==> src/rtl/uart_pkg.sv <==
// Shared UART definitions: state encodings, parity codes and frame helpers.
// Imported by the TX path and the tick counter reused by the RX path.
package uart_pkg;

    localparam logic [2:0] ST_IDLE   = 3'd0;
    localparam logic [2:0] ST_START  = 3'd1;
    localparam logic [2:0] ST_DATA   = 3'd2;
    localparam logic [2:0] ST_PARITY = 3'd3;
    localparam logic [2:0] ST_STOP   = 3'd4;

    typedef enum logic [2:0] {
        IDLE   = ST_IDLE,
        START  = ST_START,
        DATA   = ST_DATA,
        PARITY = ST_PARITY,
        STOP   = ST_STOP
    } state_e;

    localparam logic [1:0] PAR_NONE = 2'b00;
    localparam logic [1:0] PAR_ODD  = 2'b01;
    localparam logic [1:0] PAR_EVEN = 2'b10;

    // Code 11 is reserved and behaves as no parity.
    function automatic logic has_parity(input logic [1:0] par);
        return (par == PAR_ODD) || (par == PAR_EVEN);
    endfunction

    function automatic int unsigned frame_bits(
        input int unsigned data_w,
        input logic [1:0]  par,
        input logic        stop2
    );
        return 1 + data_w + (has_parity(par) ? 1 : 0) + (stop2 ? 2 : 1);
    endfunction

endpackage

==> src/rtl/uart_tick_counter.sv <==
// Counts oversampled baud ticks and flags the tick that closes a bit period.
// The clear input has priority, so a tick arriving in a clear cycle is dropped.
module uart_tick_counter #(
    parameter int OS_RATE = 16
) (
    input  logic clk,
    input  logic reset,
    input  logic clr_i,
    input  logic tick_i,
    output logic bit_end_o
);

    localparam int CW = (OS_RATE > 1) ? $clog2(OS_RATE) : 1;

    logic [CW-1:0] cnt_q, cnt_d;

    assign bit_end_o = tick_i && !clr_i && (cnt_q == CW'(OS_RATE - 1));

    always_comb begin
        cnt_d = cnt_q;
        if (clr_i) begin
            cnt_d = '0;
        end else if (tick_i) begin
            cnt_d = bit_end_o ? '0 : cnt_q + CW'(1);
        end
    end

    always_ff @(posedge clk or posedge reset) begin
        if (reset) begin
            cnt_q <= '0;
        end else begin
            cnt_q <= cnt_d;
        end
    end

endmodule

==> src/rtl/uart_tx_cfg.sv <==
// Configurable UART transmitter: DATA_W data bits, optional parity, 1/2 stop.
// Word and configuration are captured at accept and held for the whole frame.
module uart_tx_cfg
    import uart_pkg::*;
#(
    parameter int DATA_W  = 8,
    parameter int OS_RATE = 16
) (
    input  logic              clk,
    input  logic              reset,
    input  logic              baud_tick,
    input  logic              tx_valid,
    output logic              tx_ready,
    input  logic [DATA_W-1:0] din,
    input  logic [1:0]        cfg_parity,
    input  logic              cfg_stop2,
    output logic              o_tx_busy,
    output logic              o_tx_done,
    output logic              o_tx
);

    localparam int BW = $clog2(DATA_W + 1);

    state_e            state_q, state_d;
    logic [DATA_W-1:0] shift_q, shift_d;
    logic [BW-1:0]     bit_cnt_q, bit_cnt_d;
    logic [1:0]        par_cfg_q, par_cfg_d;
    logic              stop2_q, stop2_d;
    logic              par_bit_q, par_bit_d;
    logic              tx_q, tx_d;
    logic              busy_q, busy_d;
    logic              done_q, done_d;
    logic              accept;
    logic              bit_end;

    assign tx_ready  = (state_q == IDLE);
    assign accept    = tx_valid && tx_ready;
    assign o_tx      = tx_q;
    assign o_tx_busy = busy_q;
    assign o_tx_done = done_q;

    // Held clear while idle so every frame starts its count from zero.
    uart_tick_counter #(
        .OS_RATE (OS_RATE)
    ) u_tick (
        .clk       (clk),
        .reset     (reset),
        .clr_i     (tx_ready),
        .tick_i    (baud_tick),
        .bit_end_o (bit_end)
    );

    always_comb begin
        state_d   = state_q;
        shift_d   = shift_q;
        bit_cnt_d = bit_cnt_q;
        par_cfg_d = par_cfg_q;
        stop2_d   = stop2_q;
        par_bit_d = par_bit_q;
        tx_d      = tx_q;
        busy_d    = busy_q;
        done_d    = 1'b0;
        unique case (state_q)
            IDLE: begin
                tx_d   = 1'b1;
                busy_d = 1'b0;
                if (accept) begin
                    shift_d   = din;
                    par_cfg_d = cfg_parity;
                    stop2_d   = cfg_stop2;
                    par_bit_d = (cfg_parity == PAR_ODD) ? ~^din : ^din;
                    bit_cnt_d = '0;
                    state_d   = START;
                    tx_d      = 1'b0;
                    busy_d    = 1'b1;
                end
            end
            START: begin
                if (bit_end) begin
                    state_d = DATA;
                    tx_d    = shift_q[0];
                end
            end
            DATA: begin
                if (bit_end) begin
                    if (bit_cnt_q == BW'(DATA_W - 1)) begin
                        bit_cnt_d = '0;
                        if (has_parity(par_cfg_q)) begin
                            state_d = PARITY;
                            tx_d    = par_bit_q;
                        end else begin
                            state_d = STOP;
                            tx_d    = 1'b1;
                        end
                    end else begin
                        shift_d   = shift_q >> 1;
                        tx_d      = shift_q[1];
                        bit_cnt_d = bit_cnt_q + BW'(1);
                    end
                end
            end
            PARITY: begin
                if (bit_end) begin
                    state_d = STOP;
                    tx_d    = 1'b1;
                end
            end
            STOP: begin
                tx_d = 1'b1;
                if (bit_end) begin
                    if (stop2_q && (bit_cnt_q == '0)) begin
                        bit_cnt_d = BW'(1);
                    end else begin
                        state_d = IDLE;
                        done_d  = 1'b1;
                        busy_d  = 1'b0;
                    end
                end
            end
            default: begin
                state_d = IDLE;
                tx_d    = 1'b1;
                busy_d  = 1'b0;
            end
        endcase
    end

    always_ff @(posedge clk or posedge reset) begin
        if (reset) begin
            state_q   <= IDLE;
            shift_q   <= '0;
            bit_cnt_q <= '0;
            par_cfg_q <= PAR_NONE;
            stop2_q   <= 1'b0;
            par_bit_q <= 1'b0;
            tx_q      <= 1'b1;
            busy_q    <= 1'b0;
            done_q    <= 1'b0;
        end else begin
            state_q   <= state_d;
            shift_q   <= shift_d;
            bit_cnt_q <= bit_cnt_d;
            par_cfg_q <= par_cfg_d;
            stop2_q   <= stop2_d;
            par_bit_q <= par_bit_d;
            tx_q      <= tx_d;
            busy_q    <= busy_d;
            done_q    <= done_d;
        end
    end

endmodule

==> config.mk <==
export PLATFORM = sky130hd
export DESIGN_NAME = uart_tx_cfg
export DESIGN_NICKNAME = d
export VERILOG_FILES = /design/src/rtl/uart_pkg.sv /design/src/rtl/uart_tick_counter.sv /design/src/rtl/uart_tx_cfg.sv
export SDC_FILE = /design/constraint.sdc
export NUM_CORES = 1
export LEC_CHECK = 0
export ABC_CLOCK_PERIOD_IN_PS = 2700
export CAP_MARGIN = 10
export CELL_PAD_IN_SITES_DETAIL_PLACEMENT = 0
export CELL_PAD_IN_SITES_GLOBAL_PLACEMENT = 2
export CORE_ASPECT_RATIO = 0.6
export CORE_MARGIN = 10
export CORE_UTILIZATION = 35
export DETAILED_ROUTE_END_ITERATION = 8
export GPL_TIMING_DRIVEN = 0
export PLACE_DENSITY_LB_ADDON = 0.1
export SLEW_MARGIN = 5
export SYNTH_ARGS = -nofsm -noshare
export SYNTH_HDL_FRONTEND = slang
export SYNTH_SLANG_ARGS = --single-unit
export TNS_END_PERCENT = 5
==> constraint.sdc <==
create_clock -name clk -period 2.7 [get_ports clk]
set_clock_uncertainty 0.1 [all_clocks]
set_input_delay 0.27 -clock clk [delete_from_list [all_inputs] [get_ports clk]]
set_output_delay 0.27 -clock clk [all_outputs]
set_load 0.02 [all_outputs]
# After elaboration in Yosys (flattened, before gate mapping)
# Index checks and enable logic that the tools add are counted.
# Widths: inputs -> output; s select.
[word_totals]
wordCells = 88
output_inout_bits = 4
register_bits = 26
input_bits = 15
[classes]
mux = 37
reduce_logical = 20
bitwise_logic = 1
addsub = 2
eq_ne = 18
[ops]
columns = ["op", "n"]
rows = [
  ["$mux 4", 8],
  ["$mux 3", 8],
  ["$mux 8", 3],
  ["$pmux 8 s2", 1],
  ["$pmux 3 s5", 1],
  ["$mux 1", 13],
  ["$pmux 4 s3", 1],
  ["$ne 2x1->1 const B", 5],
  ["$add 4x1->4 const B", 2],
  ["$ne 2x2->1 const B", 4],
  ["$reduce_xnor 8->1", 1],
  ["$reduce_xor 8->1", 1],
  ["$reduce_and 7->1", 1],
  ["$eq 3x2->1 const B", 2],
  ["$reduce_and 3->1", 2],
  ["$reduce_and 5->1", 1],
  ["$eq 2x1->1 const B", 2],
  ["$eq 4x3->1 const B", 1],
  ["$eq 4x4->1 const B", 1],
  ["$logic_and 1x1->1", 4],
  ["$logic_not 4->1", 1],
  ["$pmux 1 s4", 1],
  ["$reduce_and 4->1", 1],
  ["$reduce_bool 2->1", 2],
  ["other kinds (11)", 11],
]

# Depth between registers and ports, before layout
[logic_depth]
ltp_word = 7
mapped_depth = 7
depth_no_buf = 6

# Cells and area by module
# From an unflattened synthesis, not the netlist that was laid out.
[unflattened]
hier_cells = 144
hier_area_um2 = 1552.7
[by_module_without_submodules]
columns = ["module", "cells_each", "area_per_inst_um2", "n_inst", "seq_area_each_um2"]
rows = [
  ["uart_tx_cfg", 121, 1340.0, 1, 551.8],
  ["uart_tick_counter", 23, 212.7, 1, 100.1],
]

# Worst setup path before layout
# No wires, ideal clock.
[synth_timing]
kind = "register to register"
from = "reg bit_cnt_q[0]"
to = "reg bit_cnt_q[0]"
path_buffers = 0
stages_incl_launch_ff = 7
setup_slack_ns = 0.769
required_time_ns = 2.475
setup_ns = 0.125
period_less_slack_ns = 1.931
t_arrival_ns = 1.706
cell_sequence = "dfrtp_1 > inv_1 > ha_1 > nor4bb_1 > and4b_1 > o21ba_2 > mux2_2"
[synth_via]
elab_chain_len = 4
elab_cells_between_ends = 9
cone_classes = "add/sub (1); eq/ne (2); mux (3); reduce/logical (3)"
[synth_lines]
columns = ["item", "line", "text"]
rows = [
  ["from (decl)", "uart_tx_cfg.sv:26", "logic [BW-1:0] bit_cnt_q, bit_cnt_d;"],
  ["from (signal assigned)", "uart_tx_cfg.sv:142", "bit_cnt_q <= bit_cnt_d;"],
  ["$add 4x1->4 (tied with other cells)", "uart_tx_cfg.sv:98", "bit_cnt_d = bit_cnt_q + BW'(1);"],
  ["$mux 4 / $logic_and 1x1->1 (equally long branches)", "uart_tx_cfg.sv:86, uart_tx_cfg.sv:111", ""],
  ["$mux 4 / $ne 2x2->1 (equally long branches)", "--", ""],
  ["$pmux 4 s3 / $reduce_and 5->1 (equally long branches)", "--", ""],
]
# Parallel ways exist; a longest one is shown, timed or not. The select of a mux whose other input is x is not followed.
# A chain may end at the register's enable or synchronous reset.

# Worst setup path after layout
[layout_timing]
from = "reg state_q[2]"
to = "out tx_ready"
[layout_via]
elab_chain_len = 1
[layout_lines]
columns = ["item", "line", "text"]
rows = [
  ["from (decl)", "uart_tx_cfg.sv:24", "state_e state_q, state_d;"],
  ["from (signal assigned)", "uart_tx_cfg.sv:140", "state_q <= state_d;"],
  ["$logic_not 3->1", "uart_tx_cfg.sv:36", "assign tx_ready = (state_q == IDLE);"],
  ["to (decl)", "uart_tx_cfg.sv:13", "output logic tx_ready,"],
]
# Every way passes these cells.

==> results.sh <==
export IMPL_final_cells=231
export IMPL_p_per_area_mw_per_mm2=760
export IMPL_clkTransAtPathRegs_ns=0.09
export IMPL_synth_area_mm2=0.00150
export IMPL_status="completed"
export IMPL_setup_viol=0
export IMPL_p_int_uw=880
export IMPL_synth_avg_cell_area_um2=10.1
export IMPL_p_sw_share_pct=35.8
export IMPL_hold_worst_slack_ns=0.384
export IMPL_arrival_ns=2.11
export IMPL_slowest_stage="clkdlybuf4s50_1"
export IMPL_placedCellCount=227
export IMPL_crit_family="buffers and inverters"
export IMPL_initial_utilization_pct=36.3
export IMPL_die_area_mm2=0.00738
export IMPL_dr_pass1_iters=4
export IMPL_critPathBufInv=2
export IMPL_dp_hpwl_mm=2.54
export IMPL_cts_setup_buffers=0
export IMPL_critPathKind="reg -> out"
export IMPL_io_pins=19
export IMPL_grt_max_degree=27
export IMPL_clock_root_buffer="clkbuf_8"
export IMPL_wire_per_inst_um=14.5
export IMPL_die_w_um=104
export IMPL_routed_via_density=5.07
export IMPL_worstPathCellList="clkbuf_1 -> nor3_2 -> clkdlybuf4s50_1"
export IMPL_final_hold_violation_count=0
export IMPL_pwr_share_seq_pct=44.9
export IMPL_worstMarginPinSlew_ns=1.00
export IMPL_nFillCells=410
export IMPL_synth_seq_area_share_pct=43.5
export IMPL_synth_edf_count=0
export IMPL_die_h_um=70.7
export IMPL_hold_class="reg -> reg"
export IMPL_finalCritPeriodShare_pct=91.9
export IMPL_clock_sinks=26
export IMPL_max_clock_freq_ghz=0.403
export IMPL_finalSetupTns_ns=0
export IMPL_synth_area_leader_cell="dfrtp_1"
export IMPL_core_area_mm2=0.00412
export IMPL_drt_wl_total_mm=3.34
export IMPL_ys_types=47
export IMPL_max_stage_delay_ns=0.69
export IMPL_multi_input_area_um2=793
export IMPL_worstSkewPairLatency_ns=0.27
export IMPL_synth_seq_cells=26
export IMPL_rows=18
export IMPL_p_leak_uw=0.000801
export IMPL_clk_path_buf_depth=2
export IMPL_synth_cells=149
export IMPL_num_antenna_cells=0
export IMPL_synth_common_cells="25 x dfrtp_1, 16 x nand2_1, 10 x nor2_1, 9 x mux2i_1, 8 x a21oi_1"
export IMPL_io_buffers=18
export IMPL_cp_data_required_time_ns=2.33
export IMPL_cp_start_kind="register"
export IMPL_vdd_drop_max_uv=311
export IMPL_drive_above_1_share_pct=10.5
export IMPL_grt_pass1_vias=1098
export IMPL_yosysMostFrequentCell="dfrtp_1"
export IMPL_crit_fanout=10
export IMPL_finalMaxSlewViolations=0
export IMPL_yosysTopAreaCellShare_pct=41.8
export IMPL_yosys_warnings=0
export IMPL_grt_pass1_wl_mm=5.60
export IMPL_post_route_util_pct=43.7
export IMPL_maxCapViolations=0
export IMPL_area_growth_pct=20.4
export IMPL_final_seq_area_um2=652
export IMPL_cts_tree="done"
export IMPL_nets=190
export IMPL_synth_nets=167
export IMPL_htree_levels=1
export IMPL_drt_iter0_markers=30
export IMPL_route_antenna_remaining_nets=0
export IMPL_place_gp_congestion=0.768
export IMPL_switching_power_uw=491
export IMPL_synthArstFlopShare_pct=100
export IMPL_grt_ovfl_total=0
export IMPL_rsz0062_at_grt="no"
export IMPL_holdBufCountCts=0
export IMPL_cts_repair_resized=1
export IMPL_track_usage_pct=9.00
export IMPL_finalPower_uw=1370
export IMPL_antenna_found_initial=0
export IMPL_pwr_share_comb_pct=38.2
export IMPL_ys_flop_type="dfrtp_1"
export IMPL_finalCriticalPeriod_ns=2.48
export IMPL_clock_power_share_pct=16.9
export IMPL_drc=0
export IMPL_numCtsBuffers=3
export IMPL_vias=1171
export IMPL_netlist_top_cells_area="dfrtp_1 42%, mux2i_1 6.0%, nand2_1 4.0%, mux2_2 3.8%, xnor2_1 2.9%"
export IMPL_end_kind="output port"
export IMPL_maxSlewHeadroom_pct=33.2
==> per-stage QoR <==
stage | setup WS (ns) | area [um^2]
2_1_floorplan | 0.769 | 1500
3_3_place_gp | 0.258 | 1750
3_5_place_dp | 0.264 | 1750
4_1_cts | 0.193 | 1800
5_1_grt | 0.0419 | 1800
6_report | 0.219 | 1800
==> per-layer routing <==
metal	global-route usage, %	share of wire [%]
met1	13.1	53
met4	1.23	0.39
met2	12.6	43
met3	3.16	3.7
met5	0	0
==> area by class of cell <==
class | instances | share of cell area, %
plain buffers | 7 | 2.36
well taps | 60 | 4.16
clock buffers | 4 | 2.50
inverters | 4 | 0.833
flip-flops and latches | 26 | 36.2
repair buffers | 18 | 9.99
multi-input cells | 112 | 44.0
==> tightest hold or removal path, cell delays in order, from the launching register on <==
cell and delay (ns):
dfrtp_1 0.35, nand2_1 0.06, o21ai_2 0.05
==> cell families after synthesis <==
family / share of synthesized area (%)
adder cells (fa/ha/maj): 2.51
buffers and inverters: 3.84
AND/OR/NAND/NOR: 18.6
multiplexers: 9.77
AO/OA/AOI/OAI: 15.5
XOR/XNOR: 6.18
flip-flops: 43.5
==> worst paths after layout <==
kind,end,start,cells after the start,slack [ns]
max in group asynchronous,shift_q[3],reset,2,1.47
min reg2reg,shift_q[5],shift_q[5],2,0.38
max reg2reg,bit_cnt_q[0],bit_cnt_q[0],6,0.47
max,tx_ready,state_q[2],3,0.22
min in group asynchronous,u_tick.cnt_q[1],reset,2,0.43
min,shift_q[5],shift_q[5],2,0.38
==> registers in the layout, indices dropped and copies added (netlist names) <==
signal	cells
shift_q	8
bit_cnt_q	4
u_tick.cnt_q	4
state_q	3
par_cfg_q	2
o_tx	1
o_tx_busy	1
o_tx_done	1
par_bit_q	1
stop2_q	1
==> power by group through the flow <==
stage | logic [uW] | registers (uW) | clock network [uW]
floorplan | 359 | 620 | 0
global placement | 516 | 617 | 0
detailed placement | 526 | 622 | 0
CTS | 528 | 615 | 241
global route | 582 | 634 | 258
finish | 523 | 615 | 232
==> cells in the final DEF, fill, tap and decap left out, types with 2 or more instances in the layout <==
| cell | instances |
|---|---|
| o21ai_2 | 2 |
| nand3_1 | 3 |
| dfrtp_1 | 25 |
| o21ai_1 | 6 |
| or3_1 | 3 |
| ha_1 | 3 |
| xnor2_1 | 5 |
| clkdlybuf4s50_1 | 18 |
| a22o_1 | 2 |
| nor4_1 | 2 |
| a21oi_1 | 8 |
| buf_6 | 2 |
| mux2i_1 | 9 |
| nand2_1 | 16 |
| mux2_2 | 5 |
| nor2_1 | 10 |
| nand2b_1 | 3 |
| o21ai_0 | 7 |
| xor2_1 | 3 |
| inv_1 | 4 |
| clkbuf_8 | 3 |
| clkbuf_1 | 4 |
Note: power is estimated with default switching activity, not from simulation.
